`config.mk`:
```
export PLATFORM = sky130hd
export DESIGN_NAME = imm_split
export DESIGN_NICKNAME = d
export VERILOG_FILES = /design/src/rtl/imm_split_pkg.sv /design/src/rtl/imm_classify.sv /design/src/rtl/imm_split.sv
export SDC_FILE = /design/constraint.sdc
export NUM_CORES = 1
export LEC_CHECK = 0
export CAP_MARGIN = 40
export CORE_ASPECT_RATIO = 1.75
export CORE_UTILIZATION = 45
export CTS_CLUSTER_SIZE = 14
export DETAILED_ROUTE_END_ITERATION = 12
export DONT_BUFFER_PORTS = 1
export PLACE_DENSITY = 0.68
export SYNTH_ARGS = -nofsm -noshare
export SYNTH_HDL_FRONTEND = slang
export SYNTH_SLANG_ARGS = --single-unit
```
`constraint.sdc`:
```
create_clock -name clk -period 2 [get_ports clk]
set_input_delay 0.4 -clock clk [delete_from_list [all_inputs] [get_ports clk]]
set_output_delay 0.4 -clock clk [all_outputs]
set_load 0.05 [all_outputs]
```
`src/rtl/imm_split_pkg.sv`:
```
// -----------------------------------------------------------------------------
// imm_split_pkg
// Shared definitions for the 32-bit constant splitter:
//   - extend-mode (EOp) encodings understood by the downstream immediate
//     extender
//   - FSM state encoding of imm_split
//   - packed op record used for the pending (second) operation
// -----------------------------------------------------------------------------
package imm_split_pkg;

  // Extend modes; the consumer feeds imm/EOp straight into its extender.
  localparam logic [1:0] EOP_SEXT = 2'b00;  // sign-extend imm to 32 bits
  localparam logic [1:0] EOP_ZEXT = 2'b01;  // zero-extend imm to 32 bits
  localparam logic [1:0] EOP_LUI  = 2'b10;  // imm placed in bits [31:16]
  localparam logic [1:0] EOP_SHL2 = 2'b11;  // sign-extend, then shift left 2

  typedef enum logic [1:0] {
    ST_EMPTY      = 2'd0,  // no op held
    ST_HOLD_LAST  = 2'd1,  // a last=1 op is presented
    ST_HOLD_FIRST = 2'd2   // first op of a pair presented, second pending
  } state_t;

  typedef struct packed {
    logic [15:0] imm;
    logic [1:0]  eop;
  } op_t;

endpackage

```
`src/rtl/imm_classify.sv`:
```
// -----------------------------------------------------------------------------
// imm_classify
// Purely combinational decomposition of a 32-bit constant into one or two
// extend operations. Checks run in priority order; the first match wins,
// so the cheapest single-op form is always chosen.
//
// Ports:
//   value       in   32  constant to decompose
//   first_imm   out  16  immediate of the first (or only) op
//   first_eop   out   2  extend mode of the first op
//   second_imm  out  16  immediate of the second op (0 when single-op)
//   second_eop  out   2  extend mode of the second op (0 when single-op)
//   two_op      out   1  1 when the constant needs a LUI + ZEXT pair
// -----------------------------------------------------------------------------
module imm_classify
  import imm_split_pkg::*;
(
  input  logic [31:0] value,
  output logic [15:0] first_imm,
  output logic [1:0]  first_eop,
  output logic [15:0] second_imm,
  output logic [1:0]  second_eop,
  output logic        two_op
);

  logic w_sext_ok;  // bits [31:15] all copies of one bit
  logic w_zext_ok;
  logic w_lui_ok;
  logic w_shl2_ok;  // word-aligned and bits [31:17] all copies of one bit

  assign w_sext_ok = (&value[31:15]) | ~(|value[31:15]);
  assign w_zext_ok = (value[31:16] == 16'h0000);
  assign w_lui_ok  = (value[15:0]  == 16'h0000);
  assign w_shl2_ok = (value[1:0] == 2'b00) &&
                     ((&value[31:17]) | ~(|value[31:17]));

  // NOTE: every output gets a default first, so no path through the
  // if/else chain can leave one unassigned and infer a latch.
  always_comb begin
    first_imm  = value[15:0];
    first_eop  = EOP_SEXT;
    second_imm = 16'h0000;
    second_eop = EOP_SEXT;
    two_op     = 1'b0;

    if (w_sext_ok) begin
      first_imm = value[15:0];
      first_eop = EOP_SEXT;
    end else if (w_zext_ok) begin
      first_imm = value[15:0];
      first_eop = EOP_ZEXT;
    end else if (w_lui_ok) begin
      first_imm = value[31:16];
      first_eop = EOP_LUI;
    end else if (w_shl2_ok) begin
      first_imm = value[17:2];
      first_eop = EOP_SHL2;
    end else begin
      // High half replaces the accumulator, low half is ORed in.
      first_imm  = value[31:16];
      first_eop  = EOP_LUI;
      second_imm = value[15:0];
      second_eop = EOP_ZEXT;
      two_op     = 1'b1;
    end
  end

endmodule

```
`src/rtl/imm_split.sv`:
```
// -----------------------------------------------------------------------------
// imm_split
// Accepts 32-bit constants over a valid/ready handshake and emits the
// sequence of extend operations (one or two) that rebuilds each constant.
// All outputs are registered; an accepted constant's first op appears one
// cycle after the accepting edge. For a pair, the second op waits in a
// pending register until the first op is taken.
//
// Ports:
//   clk        in   1   clock, rising edge
//   reset      in   1   synchronous, active-high reset
//   in_valid   in   1   value carries a constant
//   in_ready   out  1   constant accepted this cycle when in_valid=1
//   value      in   32  constant to decompose
//   out_valid  out  1   an op is presented
//   out_ready  in   1   consumer takes the presented op
//   imm        out  16  immediate of the presented op
//   EOp        out  2   extend mode of the presented op
//   combine    out  1   0: replace accumulator, 1: OR into previous result
//   last       out  1   final op for the current constant
// -----------------------------------------------------------------------------
module imm_split
  import imm_split_pkg::*;
(
  input  logic        clk,
  input  logic        reset,
  input  logic        in_valid,
  output logic        in_ready,
  input  logic [31:0] value,
  output logic        out_valid,
  input  logic        out_ready,
  output logic [15:0] imm,
  output logic [1:0]  EOp,
  output logic        combine,
  output logic        last
);

  state_t      r_state;
  logic        r_out_valid;
  logic [15:0] r_imm;
  logic [1:0]  r_eop;
  logic        r_combine;
  logic        r_last;
  op_t         r_pend;

  logic [15:0] w_first_imm;
  logic [1:0]  w_first_eop;
  logic [15:0] w_second_imm;
  logic [1:0]  w_second_eop;
  logic        w_two_op;
  logic        w_accept;
  logic        w_out_hs;

  imm_classify u_classify (
    .value      (value),
    .first_imm  (w_first_imm),
    .first_eop  (w_first_eop),
    .second_imm (w_second_imm),
    .second_eop (w_second_eop),
    .two_op     (w_two_op)
  );

  // A new constant may enter only when the output slot is free or is being
  // vacated by a last op this cycle; a pending second op always blocks.
  assign in_ready = !reset &&
                    ((r_state == ST_EMPTY) ||
                     ((r_state == ST_HOLD_LAST) && out_ready));

  assign w_accept = in_valid && in_ready;
  assign w_out_hs = r_out_valid && out_ready;

  // NOTE: reset is sampled on the clock edge like any other input; the
  // pending register is cleared too, so a pair interrupted by reset can
  // never leak its second op afterwards.
  // NOTE: state is updated with non-blocking assignments so every register
  // sees pre-edge values regardless of statement order.
  always_ff @(posedge clk) begin
    if (reset) begin
      r_state     <= ST_EMPTY;
      r_out_valid <= 1'b0;
      r_imm       <= 16'h0000;
      r_eop       <= EOP_SEXT;
      r_combine   <= 1'b0;
      r_last      <= 1'b0;
      r_pend      <= '0;
    end else begin
      case (r_state)
        ST_HOLD_FIRST: begin
          if (w_out_hs) begin
            r_state   <= ST_HOLD_LAST;
            r_imm     <= r_pend.imm;
            r_eop     <= r_pend.eop;
            r_combine <= 1'b1;
            r_last    <= 1'b1;
          end
        end
        ST_HOLD_LAST, ST_EMPTY: begin
          if (w_accept) begin
            r_state     <= w_two_op ? ST_HOLD_FIRST : ST_HOLD_LAST;
            r_out_valid <= 1'b1;
            r_imm       <= w_first_imm;
            r_eop       <= w_first_eop;
            r_combine   <= 1'b0;
            r_last      <= !w_two_op;
            r_pend      <= '{imm: w_second_imm, eop: w_second_eop};
          end else if (w_out_hs) begin
            r_state     <= ST_EMPTY;
            r_out_valid <= 1'b0;
          end
        end
        default: begin
          r_state     <= ST_EMPTY;
          r_out_valid <= 1'b0;
        end
      endcase
    end
  end

  assign out_valid = r_out_valid;
  assign imm       = r_imm;
  assign EOp       = r_eop;
  assign combine   = r_combine;
  assign last      = r_last;

endmodule
```
**Word-level counts from Yosys, hierarchy flattened**

Index checks and enable logic that the tools add are counted.

- Register bits: 41
- Input port bits: 36
- Output and inout bits: 22
- Logic and storage cells: 79

- Equal/unequal tests: 5
- Muxes and demuxes: 39
- Bitwise gates (word level): 5
- Reductions and logical operators: 22

Operator list:

| cell | count |
|---|---|
| $mux 16 | 10 |
| $logic_not 16->1 | 2 |
| $pmux 16 s2 | 1 |
| $mux 2 | 12 |
| $reduce_and 17->1 | 1 |
| $reduce_or 17->1 | 1 |
| $reduce_and 15->1 | 1 |
| $reduce_or 15->1 | 1 |
| $mux 1 | 11 |
| $pmux 2 s2 | 2 |
| $pmux 1 s2 | 3 |
| $reduce_and 2->1 | 3 |
| $logic_and 1x1->1 | 5 |
| $logic_not 2->1 | 2 |
| $ne 2x2->1 const B | 2 |
| $ne 3x3->1 const B | 1 |
| $not 1->1 | 3 |
| $reduce_and 3->1 | 1 |
| $eq 2x1->1 const B | 1 |
| $eq 2x2->1 const B | 1 |
| $logic_not 1->1 | 2 |
| $or 1x1->1 | 2 |
| $reduce_bool 2->1 | 1 |
| $reduce_or 2->1 | 1 |
| $logic_or 1x1->1 | 1 |

**Depth between registers and ports, before layout**

Gate-level depths: netlist (run 1).

- Word-level depth: 11
- Depth in mapped cells: 8
- Depth with buffers taken out: 5

**Modules after synthesis**

A second synthesis (run 1) with hierarchy kept.

- Cell total of the unflattened synthesis: 318
- Area total of the unflattened synthesis: 2746.4 µm²

By module, submodules not included:

| module | times used | cells an instance | area each (µm²) | sequential area each (µm²) |
|---|---|---|---|---|
| imm_split | 1 | 217 | 2115.8 | 820.8 |
| imm_classify | 1 | 101 | 630.6 | 0.0 |

**Worst setup path before layout (run 1)**

OpenSTA, ideal clock, no wires.

- Path kind: input to register
- From: input port value[29]
- To: register r_pend[9] in the netlist's numbering
- Arrival time: 1800 ps
- Data required time: 1883 ps
- Path slack: 83 ps
- Cell stages on the path: 7
- Buffers on the path: 2
- Cell sequence: nand4_1 > or4_1 > buf_6 > a31oi_4 > nor3_2 > buf_6 > a22o_1

- Word-level cells in the longest chain between the ends: 8

Ends and longest elaborated chain:

| element | RTL line | source |
|---|---|---|
| from (decl) | imm_split.sv:29 | `input logic [31:0] value,` |
| $reduce_or 15->1 | imm_classify.sv:35 | `((&value[31:17]) \| ~(\|value[31:17]));` |
| $not 1->1 | imm_classify.sv:35 |  |
| $or 1x1->1 | imm_classify.sv:35 |  |
| $logic_and 1x1->1 | imm_classify.sv:34 | `assign w_shl2_ok = (value[1:0] == 2'b00) &&` |
| $mux 16 | imm_classify.sv:55 | `end else if (w_shl2_ok) begin` |
| $mux 16 | imm_classify.sv:52 | `end else if (w_lui_ok) begin` |
| $mux 16 | imm_classify.sv:49 | `end else if (w_zext_ok) begin` |
| $mux 16 (*) | imm_classify.sv:46 | `if (w_sext_ok) begin` |
| to (signal assigned) | imm_split.sv:105 | `r_pend <= '{imm: w_second_imm, eop: w_second_eop};` |
| to (decl) | imm_split.sv:44 | `op_t r_pend;` |

Every way passes the cells marked *; elsewhere a longest branch is shown, timed or not.
A chain may end at the register's enable or synchronous reset.

**Worst setup path in the final report (run 1)**

- From: input port value[29]
- To: register r_pend[13] in the netlist's numbering

The elaborated chain is that of the path after synthesis.

==> results of run 1 <==
==> worst reg2reg max path, cell delays in order (launching register included) <==
cell and delay [ps]:
sky130_fd_sc_hd__dfxtp_1 460, sky130_fd_sc_hd__nor2_1 100, sky130_fd_sc_hd__buf_4 170, sky130_fd_sc_hd__a31oi_2 410
sky130_fd_sc_hd__buf_4 250, sky130_fd_sc_hd__a21oi_1 90, sky130_fd_sc_hd__o211ai_1 100, sky130_fd_sc_hd__o21ai_1 80
==> power groups by stage <==
stage	Clock, µW	Sequential (µW)	Combinational (µW)
after CTS	599	1050	310
after detailed placement	0	1070	310
after global placement	0	1070	301
after floorplan	0	1080	215
final	585	1050	311
after global routing	620	1060	342
==> logic make-up (layout without fill, tap and decap cells) <==
kind of cell / after synthesis / in the layout / share of synthesized area
multiplexers: 1 / 1 / 0.00462
AO/OA/AOI/OAI: 105 / 105 / 0.357
flip-flops: 40 / 40 / 0.370
AND/OR/NAND/NOR: 89 / 89 / 0.198
buffers and inverters: 32 / 54 / 0.0711
==> metal layers <==
layer / vias up / global-route usage / share of wire
met2: 96 / 0.449 / 0.49
met1: 1070 / 0.340 / 0.40
met4: 0 / 0.109 / 0.032
met5: - / 0 / 0
met3: 15 / 0.0663 / 0.076
li1: 1052 / - / -
==> per-stage QoR <==
stage               hold slack (ps)  cells
floorplan                       427    267
global placement                436    332
detailed placement              448    334
CTS                             169    341
global route                    171    341
finish                          184    341
==> synthesized netlist by cell type, types with 2 or more instances <==
| library cell | instances | area [µm²] |
|---|---|---|
| sky130_fd_sc_hd__o211ai_1 | 12 | 90.1 |
| sky130_fd_sc_hd__nor3b_1 | 3 | 22.5 |
| sky130_fd_sc_hd__nor4_1 | 7 | 43.8 |
| sky130_fd_sc_hd__nor3_1 | 2 | 10.0 |
| sky130_fd_sc_hd__buf_4 | 2 | 15.0 |
| sky130_fd_sc_hd__buf_6 | 3 | 33.8 |
| sky130_fd_sc_hd__a21o_1 | 2 | 15.0 |
| sky130_fd_sc_hd__a221oi_1 | 14 | 123 |
| sky130_fd_sc_hd__and3_1 | 2 | 12.5 |
| sky130_fd_sc_hd__nor3_2 | 2 | 20.0 |
| sky130_fd_sc_hd__buf_2 | 3 | 15.0 |
| sky130_fd_sc_hd__a21oi_1 | 23 | 115 |
| sky130_fd_sc_hd__inv_1 | 13 | 48.8 |
| sky130_fd_sc_hd__nand4_1 | 5 | 31.3 |
| sky130_fd_sc_hd__o22ai_1 | 2 | 12.5 |
| sky130_fd_sc_hd__o21ai_1 | 8 | 40.0 |
| sky130_fd_sc_hd__a31o_2 | 4 | 35.0 |
| sky130_fd_sc_hd__dfxtp_1 | 40 | 801 |
| sky130_fd_sc_hd__o21bai_1 | 2 | 15.0 |
| sky130_fd_sc_hd__nand3_1 | 6 | 30.0 |
| sky130_fd_sc_hd__o221ai_1 | 3 | 26.3 |
| sky130_fd_sc_hd__a22oi_1 | 2 | 15.0 |
| sky130_fd_sc_hd__clkbuf_1 | 11 | 41.3 |
| sky130_fd_sc_hd__o21ai_0 | 7 | 35.0 |
| sky130_fd_sc_hd__a31oi_1 | 2 | 12.5 |
| sky130_fd_sc_hd__nand2b_1 | 2 | 12.5 |
| sky130_fd_sc_hd__nand2_1 | 40 | 150 |
| sky130_fd_sc_hd__a22o_1 | 13 | 114 |
| sky130_fd_sc_hd__nor2_1 | 15 | 56.3 |
==> final cells by class <==
| type | instances | area [µm²] | area share |
|---|---|---|---|
| clock buffer | 7 | 96.3 | 0.0383 |
| inverter | 13 | 48.8 | 0.0194 |
| multi-input combinational | 195 | 1220 | 0.487 |
| sequential | 40 | 801 | 0.318 |
| tap | 52 | 65.1 | 0.0259 |
| timing repair buffer | 34 | 280 | 0.111 |
==> path summary, 6_finish.rpt <==
check / end / startpoint / slack [ps] / cells past startpoint
max: r_pend[13] / value[29] / 100 / 7
min: imm[15] / reset / 180 / 1
max reg2reg: imm[9] / r_state[1] / 220 / 7
min reg2reg: r_pend[2] / r_pend[2] / 460 / 2
==> registers in the layout (all words and copies together), names as in the netlist <==
| register | count |
|---|---|
| combine | 1 |
| r_pend | 17 |
| imm | 16 |
| EOp | 2 |
| out_valid | 1 |
| r_state | 2 |
| last | 1 |
==> out/summary.log, run 1 <==
INFO  placement      routabilityCongestion=0.985
INFO  timing         fin_setup_tns=0ps
INFO  cts            cts_root_buffer=sky130_fd_sc_hd__clkbuf_8
INFO  cts            holdBufCountCts=0
INFO  power          power_switching_share=0.325
INFO  cts            post-cts-setup-buffer-count=0
INFO  cts            htreeDepth=2
INFO  power          combPwrFrac=0.160
INFO  floorplanning  fp.dieArea=0.00511mm²
INFO  timing         worstMarginPinSlew=565ps
INFO  cts            cts_resized=0
INFO  synth          mean_instance_size_in_the_synthesized_netlist=8.11µm²
INFO  power          netSwitchingPower=632µW
INFO  grt            gr-total-overflow=0
INFO  detailed_routing total_via_count_after_detailed_routing=2233
INFO  detailed_routing drcViolationCount=0
INFO  timing         grt_setup_unrepaired=no
INFO  power          p_per_area=774mW/mm²
INFO  synth          yosysWarnings=0
INFO  cts            cts_tree=built
INFO  placement      post-place-ws=-153ps
INFO  detailed_routing drt-pass1-iter-count=4
INFO  critical_path  worstPathRequired=2180ps
INFO  cts            clock_path_buffers=2
INFO  grt            grt_max_degree=29
INFO  cts            cts.sink_count=40
INFO  critical_path  critical_path.slowest_cell=sky130_fd_sc_hd__or4_1
INFO  critical_path  critical_path_class=in2reg
INFO  critical_path  path_common_cell=sky130_fd_sc_hd__buf_4
INFO  critical_path  max_stage_delay=610ps
INFO  final_layout   final_area=0.00251mm²
INFO  power          total_leakage_power=0.000939µW
INFO  final_layout   area_growth=16.1%
INFO  floorplanning  io_pins=58
INFO  floorplanning  chipHeight=93.8µm
INFO  timing         hold_viol=0
INFO  timing         worst_clock_skew=4.73ps
INFO  detailed_routing drt-total-wl=6800µm
INFO  critical_path  critical_path.startpoint_type=input pin
INFO  floorplanning  core_region_area=0.00467mm²
INFO  detailed_routing antenna_left=0
INFO  critical_path  timing.critical_path.to_type=flop
INFO  floorplanning  floorplan.die.width=54.4µm
INFO  power          power.share.clock=0.300
INFO  synth          ys_async_rst_share=0
INFO  power          internal-power=1310µW
INFO  cts            insertion_delay=290ps
INFO  cts            total_cts_buffers=5
INFO  status         outcome=completed
INFO  floorplanning  start_util=0.464
INFO  synth          count_of_flip_flops_with_a_built_in_enable_after_synthesis=0
INFO  detailed_routing first_iter_violations=101
INFO  timing         fin_ws=101ps
INFO  critical_path  critical_path.max_fanout=9
INFO  timing         setup-violations-final=0
INFO  synth          yosysUniqueCellTypes=46
INFO  timing         timing.final.crit_share=0.950
INFO  synth          synth.cell_area=0.00217mm²
INFO  run            cap_violations=0
INFO  power          vdd.ir_drop.worst=610µV
INFO  placement      placement_cell_area=0.00241mm²
INFO  placement      io_buffers=0
INFO  power          final_power=1950µW
INFO  critical_path  worstPathArrival=2080ps
INFO  final_layout   nNetsFinal=325
INFO  synth          syn-instance-count=267
INFO  timing         final_period_minus_worst_setup_slack=1900ps
INFO  timing         timing.max_slew.rel_slack=0.621
INFO  grt            number_of_global_route_vias_before_repair=2091
INFO  hold_path      hold_path_class=in2reg
INFO  timing         achievable-frequency=0.526GHz
INFO  synth          number_of_synthesized_register_bits=40
INFO  grt            antenna_violations_before_repair=0
INFO  final_layout   antenna_cells_inserted=0
INFO  synth          mapped_nets=303
INFO  synth          yosys_most_used_dff=sky130_fd_sc_hd__dfxtp_1
INFO  final_layout   layout_common_cells=sky130_fd_sc_hd__dfxtp_1, sky130_fd_sc_hd__nand2_1, sky130_fd_sc_hd__buf_4
INFO  detailed_routing detail_route.vias_per_cell=6.55
INFO  critical_path  cp_cell_sequence=nand4_1 -> or4_1 -> buf_4 -> o22ai_4 -> nor3_2 -> buf_4 -> a22o_1
INFO  floorplanning  num_rows=33
INFO  synth          ys_seq_area_frac=0.370
INFO  power          pwr-share-seq=0.540
INFO  detailed_routing dr_wl_cell=19.9µm
INFO  placement      dp_hpwl=4990µm
INFO  grt            grt_usage=0.278
INFO  grt            grt_first_pass_wirelength=10300µm
INFO  final_layout   drive_above_1_share=0.194
INFO  timing         timing_max_transition_violations_final=0
INFO  final_layout   fill_cells=457
INFO  cts            clkTransAtPathRegs=80ps
INFO  final_layout   postLayoutCoreUtil=0.539
INFO  critical_path  path_delay_family=simple AND/OR/NAND/NOR gates
INFO  critical_path  critical_path_buf_inv_count=2
(Power assumes the default switching activity.)
==> run 2, diff against run 1 <==
--- a/config.mk
+++ b/config.mk
@@ -14,4 +14,5 @@
 export PLACE_DENSITY = 0.68
 export SYNTH_ARGS = -nofsm -noshare
 export SYNTH_HDL_FRONTEND = slang
+export SYNTH_HIERARCHICAL = 1
 export SYNTH_SLANG_ARGS = --single-unit
==> out/summary.log, run 2 <==
INFO  detailed_routing drt-pass1-iter-count=4 [unchanged]
INFO  detailed_routing antenna_left=0 [unchanged]
INFO  cts            clock_path_buffers=2 [unchanged]
INFO  synth          mean_instance_size_in_the_synthesized_netlist=8.64µm² [+6.5%]
INFO  floorplanning  io_pins=58 [unchanged]
INFO  power          pwr-share-seq=0.541 [about the same]
INFO  synth          yosysMostFrequentCell=sky130_fd_sc_hd__dfxtp_1
INFO  power          internal-power=1280µW [-2.9%]
INFO  cts            cts_root_buffer=sky130_fd_sc_hd__clkbuf_8
INFO  critical_path  critical_path.slowest_cell=sky130_fd_sc_hd__nor4_1
INFO  detailed_routing drcViolationCount=0 [unchanged]
INFO  timing         setup-violations-final=0 [unchanged]
INFO  synth          yosysWarnings=6 [+6]
INFO  timing         hold_viol=0 [unchanged]
INFO  cts            cts.sink_count=41 [+2.5%]
INFO  synth          mapped_nets=354 [+17%]
INFO  timing         worst_clock_skew=3.34ps [-1.39 ps]
INFO  timing         achievable-frequency=0.532GHz [+1.0%]
INFO  detailed_routing dr_wl_cell=17.0µm [-15%]
INFO  power          vdd.ir_drop.worst=313µV [-49%]
INFO  floorplanning  start_util=0.467 [+0.00292]
INFO  power          total_leakage_power=0.00118µW [+26%]
INFO  detailed_routing drt-total-wl=6650µm [-2.1%]
INFO  timing         final.hold.worst_slack=199ps [+14.9 ps]
INFO  final_layout   drive_above_1_share=0.217 [+0.0235]
INFO  synth          yosys_most_used_dff=sky130_fd_sc_hd__dfxtp_1
INFO  grt            grt_usage=0.226 [-0.0516]
INFO  grt            grt_max_degree=63 [+120%]
INFO  grt            number_of_global_route_vias_before_repair=2245 [+7.4%]
INFO  cts            clkTransAtPathRegs=70ps [about the same]
INFO  detailed_routing total_via_count_after_detailed_routing=2328 [+4.3%]
INFO  synth          ys_async_rst_share=0 [unchanged]
INFO  synth          number_of_synthesized_register_bits=41 [+2.5%]
INFO  floorplanning  num_rows=37 [+12%]
INFO  final_layout   postLayoutCoreUtil=0.508 [-0.0308]
INFO  final_layout   final_common_cell=sky130_fd_sc_hd__dfxtp_1
INFO  critical_path  max_stage_delay=320ps [-290 ps]
INFO  final_layout   fill_cells=580 [+27%]
INFO  synth          yosysUniqueCellTypes=42 [-8.7%]
INFO  timing         final_period_minus_worst_setup_slack=1880ps [-19.4 ps]
INFO  final_layout   largest_register=r_pend
INFO  critical_path  timing.critical_path.to_type=flop
INFO  detailed_routing detail_route.vias_per_cell=5.95 [-9.1%]
INFO  final_layout   multi_input_logic_area=0.00177mm² [+45%]
INFO  critical_path  path_common_cell=sky130_fd_sc_hd__nor2_1
INFO  cts            total_cts_buffers=5 [unchanged]
INFO  timing         timing.final.crit_share=0.940 [-0.00970]
INFO  critical_path  critical_path_class=in2reg
INFO  critical_path  worstPathArrival=2070ps [about the same]
INFO  placement      io_buffers=0 [unchanged]
INFO  critical_path  critical_path.startpoint_type=input pin
INFO  placement      dp_hpwl=4970µm [-0.55%]
INFO  power          power_switching_share=0.290 [-0.0352]
INFO  final_layout   nNetsFinal=349 [+7.4%]
INFO  cts            cts_tree=built
INFO  cts            post-cts-setup-buffer-count=0 [unchanged]
INFO  grt            gr-total-overflow=0 [unchanged]
INFO  cts            cts_resized=0 [unchanged]
INFO  status         outcome=completed
INFO  power          netSwitchingPower=521µW [-18%]
INFO  final_layout   largest_reg_flops=18 [+1]
INFO  synth          syn-instance-count=318 [+19%]
INFO  final_layout   register_area=821µm² [+2.5%]
INFO  floorplanning  core_region_area=0.00588mm² [+26%]
INFO  final_layout   layout_common_cells=sky130_fd_sc_hd__dfxtp_1, sky130_fd_sc_hd__a21oi_1, sky130_fd_sc_hd__nor2_1
INFO  synth          netlist_top_cells_count=sky130_fd_sc_hd__dfxtp_1, sky130_fd_sc_hd__nor2_1, sky130_fd_sc_hd__a21oi_1
INFO  floorplanning  floorplan.die.width=61.1µm [+12%]
INFO  synth          yosys-top-cells-area=sky130_fd_sc_hd__dfxtp_1, sky130_fd_sc_hd__mux2_4, sky130_fd_sc_hd__mux2i_1
INFO  synth          count_of_flip_flops_with_a_built_in_enable_after_synthesis=0 [unchanged]
INFO  cts            holdBufCountCts=0 [unchanged]
INFO  critical_path  critical_path.max_fanout=16 [+7]
INFO  cts            htreeDepth=2 [unchanged]
INFO  timing         timing_max_transition_violations_final=0 [unchanged]
INFO  floorplanning  chipHeight=105µm [+12%]
INFO  floorplanning  fp.dieArea=0.00643mm² [+26%]
INFO  synth          synth_area_leader_cell=sky130_fd_sc_hd__dfxtp_1
INFO  synth          synth.cell_area=0.00275mm² [+27%]
INFO  power          p_per_area=602mW/mm² [-22%]
INFO  grt            grt_first_pass_wirelength=11000µm [+6.7%]
INFO  critical_path  cp_cell_sequence=nor4_1 -> and4_1 -> buf_4 -> a22oi_4 -> buf_12 -> nor2_1 -> a21oi_1 -> mux2i_1 -> nor2_1 -> mux2_4
INFO  final_layout   area_growth=8.79%
INFO  synth          ys_seq_area_frac=0.299 [-0.0709]
INFO  power          combPwrFrac=0.157 [-0.003]
INFO  timing         timing.max_slew.rel_slack=0.585 [-0.0360]
INFO  detailed_routing first_iter_violations=108 [+6.9%]
INFO  grt            antenna_violations_before_repair=0 [unchanged]
INFO  power          power.share.clock=0.303 [+0.003]
INFO  timing         grt_setup_unrepaired=no
INFO  cts            insertion_delay=290ps [about the same]
INFO  critical_path  worstPathRequired=2190ps [about the same]
INFO  final_layout   antenna_cells_inserted=0 [unchanged]
INFO  synth          synth_largest_type_area_fraction=0.299 [-0.0709]
INFO  placement      routabilityCongestion=0.874 [-11%]
INFO  run            cap_violations=0 [unchanged]
INFO  hold_path      hold_path_class=in2reg
INFO  timing         worstMarginPinSlew=621ps [+56.3 ps]
## run 2: cell types whose count changed in the layout (fill, tap and decap cells not counted), moves of 14 or more
cell,change
sky130_fd_sc_hd__nand2_1,-38
sky130_fd_sc_hd__nor2_1,+21
sky130_fd_sc_hd__nor2b_1,+19
sky130_fd_sc_hd__mux2_4,+18
sky130_fd_sc_hd__mux2i_1,+18
sky130_fd_sc_hd__nand4_1,+18
sky130_fd_sc_hd__o31ai_1,+17
sky130_fd_sc_hd__and2_1,+15
sky130_fd_sc_hd__a221oi_1,-14
sky130_fd_sc_hd__buf_4,-14
## run 2: logic make-up after synthesis
family | Yosys count | share of synthesized area
other | 1 | 0.00137
buffers and inverters | 38 | 0.0784
and+or+nand+nor | 121 | 0.255
AOI/OAI and AO/OA | 80 | 0.199
muxes | 37 | 0.168
DFF | 41 | 0.299
## run 2: layout make-up
cell class / instances / area share
Timing Repair Buffer: 21 / 0.0653
Clock buffer: 7 / 0.0289
Tap cell: 78 / 0.0327
Inverter: 5 / 0.00628
Multi-Input combinational cell: 239 / 0.592
Sequential cell: 41 / 0.275
## run 2: per-layer routing
| layer | part of all wire | GRT usage | vias to the layer above |
|---|---|---|---|
| li1 | - | - | 1151 |
| met1 | 0.41 | 0.288 | 1073 |
| met2 | 0.50 | 0.356 | 93 |
| met3 | 0.070 | 0.0552 | 11 |
| met4 | 0.022 | 0.0877 | 0 |
| met5 | 0 | 0 | - |
## run 2: per-stage QoR
stage	area [µm²]	cells	setup WS (ps)	total power [µW]	setup TNS, ps
finish	2990	391	120	1800	0
global route	2990	391	11.6	1880	0
CTS	2980	391	116	1810	0
detailed placement	2900	384	-201	1270	-4060
global placement	2900	384	-142	1270	-2760
floorplan	2810	318	-121	1250	-1340
## run 2: power by group through the flow
stage / Sequential, µW / Clock (µW) / Combinational, µW
after floorplan: 989 / 0 / 261
final: 972 / 544 / 281
after CTS: 973 / 558 / 282
after global placement: 992 / 0 / 278
after global routing: 978 / 597 / 309
after detailed placement: 992 / 0 / 281
## run 2: final timing paths
| path | startpoint | endpoint | slack [ps] | cells past startpoint |
|---|---|---|---|---|
| min | reset | last | 200 | 1 |
| min reg2reg | r_pend[3] | r_pend[3] | 470 | 2 |
| max | value[22] | imm[12] | 120 | 10 |
| max reg2reg | r_state[0] | imm[9] | 450 | 4 |
## run 2: critical path: cells and delay by family
family                 cells  cell delay [ps]
multiplexers               2              450
buffers and inverters      2              310
AND/OR/NAND/NOR            4              740
AO/OA/AOI/OAI              2              170
==> run 3, diff against run 2 <==
--- a/config.mk
+++ b/config.mk
@@ -5,13 +5,13 @@
 export SDC_FILE = /design/constraint.sdc
 export NUM_CORES = 1
 export LEC_CHECK = 0
+export BUFFER_PORTS_ARGS = -buffer_cell sky130_fd_sc_hd__buf_2
 export CAP_MARGIN = 40
 export CORE_ASPECT_RATIO = 1.75
 export CORE_UTILIZATION = 45
 export CTS_CLUSTER_SIZE = 14
 export DETAILED_ROUTE_END_ITERATION = 12
-export DONT_BUFFER_PORTS = 1
-export PLACE_DENSITY = 0.68
+export PLACE_DENSITY = 0.76
 export SYNTH_ARGS = -nofsm -noshare
 export SYNTH_HDL_FRONTEND = slang
 export SYNTH_HIERARCHICAL = 1
==> out/summary.log, run 3 (synthesis gave the netlist of run 2 again) <==
INFO  status         outcome=completed
INFO  power          combPwrFrac=0.264 [+0.107]
INFO  grt            gr-usage-met2=0.419 [+0.0629]
INFO  critical_path  critical_path.max_fanout=6 [-10]
INFO  final_layout   layout_common_cells=sky130_fd_sc_hd__buf_4, sky130_fd_sc_hd__buf_2, sky130_fd_sc_hd__dfxtp_1
INFO  critical_path  timing.critical_path.to_type=flop
INFO  final_layout   postLayoutCoreUtil=0.646 [+0.137]
INFO  hold_path      hold_end=r_state[1]
INFO  final_layout   drive_above_1_share=0.428 [+0.210]
INFO  final_layout   nNetsFinal=442 [+27%]
INFO  grt            global_route.peak_usage_layer=met2
INFO  power          pwr-share-seq=0.413 [-0.128]
INFO  cts            cts.sink_count=41 [unchanged]
INFO  critical_path  critical_path.startpoint_type=input pin
INFO  detailed_routing first_iter_violations=126 [+17%]
INFO  floorplanning  chipHeight=105µm [unchanged]
INFO  grt            gr-total-overflow=0 [unchanged]
INFO  hold_path      min-delay-start=out_ready
INFO  run            cap_violations=0 [unchanged]
INFO  placement      post-place-ws=-353ps [-152 ps]
INFO  timing         timing.max_slew.rel_slack=0.541 [-0.0445]
INFO  placement      post-place-cells=472 [+23%]
INFO  critical_path  ff2ff_path_depth=4 [unchanged]
INFO  cts            htreeDepth=2 [unchanged]
INFO  placement      placement_cell_area=0.00341mm² [+18%]
INFO  timing         achievable-frequency=0.510GHz [-4.2%]
INFO  floorplanning  num_rows=37 [unchanged]
INFO  final_layout   final_common_cell=sky130_fd_sc_hd__buf_4
INFO  final_layout   fill_cells=513 [-12%]
INFO  power          vdd.ir_drop.worst=284µV [-9.1%]
INFO  final_layout   largest_reg_flops=18 [unchanged]
INFO  final_layout   area_growth=38.2%
INFO  timing         fin_ws=37.9ps [-82.1 ps]
INFO  power          total_leakage_power=0.00168µW [+42%]
INFO  critical_path  reg2reg_from=r_state[1]
INFO  detailed_routing total_via_count_after_detailed_routing=2832 [+22%]
INFO  detailed_routing detail_route.vias_per_cell=5.84 [-1.9%]
INFO  cts            cts_tree=built
INFO  critical_path  worstPathArrival=2150ps [+80 ps]
INFO  timing         setup-violations-final=0 [unchanged]
INFO  final_layout   final_area=0.00380mm² [+27%]
INFO  power          power.share.clock=0.323 [+0.020]
INFO  timing         hold_viol=0 [unchanged]
INFO  critical_path  rrSetupSlack=470ps [+20 ps]
INFO  floorplanning  io_pins=58 [unchanged]
INFO  grt            grt_max_degree=34 [-46%]
INFO  placement      routabilityCongestion=0.861 [-1.5%]
INFO  final_layout   antenna_cells_inserted=0 [unchanged]
INFO  timing         worstMarginPinSlew=688ps [+66.7 ps]
INFO  detailed_routing antenna_left=0 [unchanged]
INFO  grt            grt.met3_usage=0.0221 [-0.0331]
INFO  timing         timing.final.crit_share=0.981 [+0.0410]
INFO  power          power_switching_share=0.297 [+0.00736]
INFO  detailed_routing dr_wl_cell=16.3µm [-4.4%]
INFO  detailed_routing drt-pass1-iter-count=4 [unchanged]
INFO  cts            insertion_delay=300ps [about the same]
INFO  grt            gr-usage-met1=0.304 [+0.0163]
INFO  critical_path  critical_path_class=in2reg
INFO  critical_path  worstPathRequired=2190ps [about the same]
INFO  cts            clkTransAtPathRegs=80ps [about the same]
INFO  cts            clock_path_buffers=2 [unchanged]
INFO  detailed_routing drcViolationCount=0 [unchanged]
INFO  grt            grt_usage=0.247 [+0.0209]
INFO  final_layout   layout.cells.non_filler=485 [+24%]
INFO  timing         timing_max_transition_violations_final=0 [unchanged]
INFO  timing         final_period_minus_worst_setup_slack=1960ps [+82.1 ps]
INFO  placement      dp_hpwl=5600µm [+13%]
INFO  floorplanning  start_util=0.467 [unchanged]
INFO  cts            total_cts_buffers=5 [unchanged]
INFO  grt            antenna_violations_before_repair=0 [unchanged]
INFO  floorplanning  core_region_area=0.00588mm² [unchanged]
INFO  floorplanning  fp.dieArea=0.00643mm² [unchanged]
INFO  final_layout   largest_register=r_pend
INFO  placement      io_buffers=57 [+57]
INFO  timing         worst_clock_skew=8.44ps [+5.11 ps]
INFO  critical_path  worstReg2RegEnd=r_state[0]
INFO  floorplanning  floorplan.die.width=61.1µm [unchanged]
INFO  grt            grt_first_pass_wirelength=12100µm [+11%]
INFO  detailed_routing drt-total-wl=7890µm [+19%]
INFO  timing         fin_setup_tns=0ps [unchanged]
INFO  hold_path      hold_path_class=in2reg
INFO  grt            number_of_global_route_vias_before_repair=2525 [+12%]
INFO  power          internal-power=1510µW [+18%]
INFO  hold_path      min_delay_path_depth=4 [+3]
INFO  timing         grt_setup_unrepaired=yes
INFO  power          p_per_area=567mW/mm² [-5.8%]
INFO  power          netSwitchingPower=639µW [+23%]
INFO  cts            cts_root_buffer=sky130_fd_sc_hd__clkbuf_8
==> run 3: power groups by stage <==
stage               logic, µW  registers (µW)  clock network [µW]
detailed placement        528             906                   0
floorplan                 261             989                   0
finish                    568             888                 694
global placement          520             904                   0
CTS                       530             887                 705
global route              605             893                 740
==> run 3: repair_timing <==
item	CTS	global route
pin swaps	0	10
endpoints found under the setup margin	2	18
buffers inserted	0	3
hold endpoints to repair	0	0
gates resized for setup	1	47
cloned	0	2
hold buffers	0	0
==> run 3: worst max-delay path, cell delays in order <==
cell                        delay (ps)
sky130_fd_sc_hd__buf_2             110
sky130_fd_sc_hd__nor4_1            280
sky130_fd_sc_hd__and4_4            280
sky130_fd_sc_hd__buf_6             120
sky130_fd_sc_hd__a22oi_4           120
sky130_fd_sc_hd__clkbuf_16         180
sky130_fd_sc_hd__nor2_1            110
sky130_fd_sc_hd__a21oi_1            70
sky130_fd_sc_hd__mux2i_1           140
sky130_fd_sc_hd__nor2_1             70
sky130_fd_sc_hd__mux2_4            270
==> run 3: area by class of cell <==
type	instances	area, µm²	share of cell area
clock buffer	7	86.3	0.0227
inverter	5	18.8	0.00494
sequential	41	821	0.216
clock inverter	1	30.0	0.00791
tap	78	97.6	0.0257
timing repair buffer	114	877	0.231
multi-input combinational	239	1870	0.491
==> run 3: worst max path at each step <==
stage	startpoint	cells past startpoint	slack (ps)	endpoint
floorplan	value[29]	9	-120	imm[10]
global placement	value[2]	10	-270	imm[14]
detailed placement	value[22]	11	-350	imm[10]
CTS	value[17]	11	30	imm[10]
global route	value[2]	10	-30	imm[14]
finish	value[26]	11	40	imm[12]
==> run 3: per-stage QoR <==
stage | hold WS (ps) | power [µW]
final | 457 | 2150
after global routing | 496 | 2240
after global placement | 445 | 1420
after CTS | 440 | 2120
after floorplan | 448 | 1250
after detailed placement | 457 | 1430
==> run 3: layer usage <==
| metal | vias up | wire, µm | share of wire |
|---|---|---|---|
| li1 | 1342 | - | - |
| met1 | 1346 | 3030 | 0.38 |
| met2 | 121 | 4230 | 0.54 |
| met3 | 23 | 395 | 0.050 |
| met4 | 0 | 244 | 0.031 |
| met5 | - | 0 | 0 |
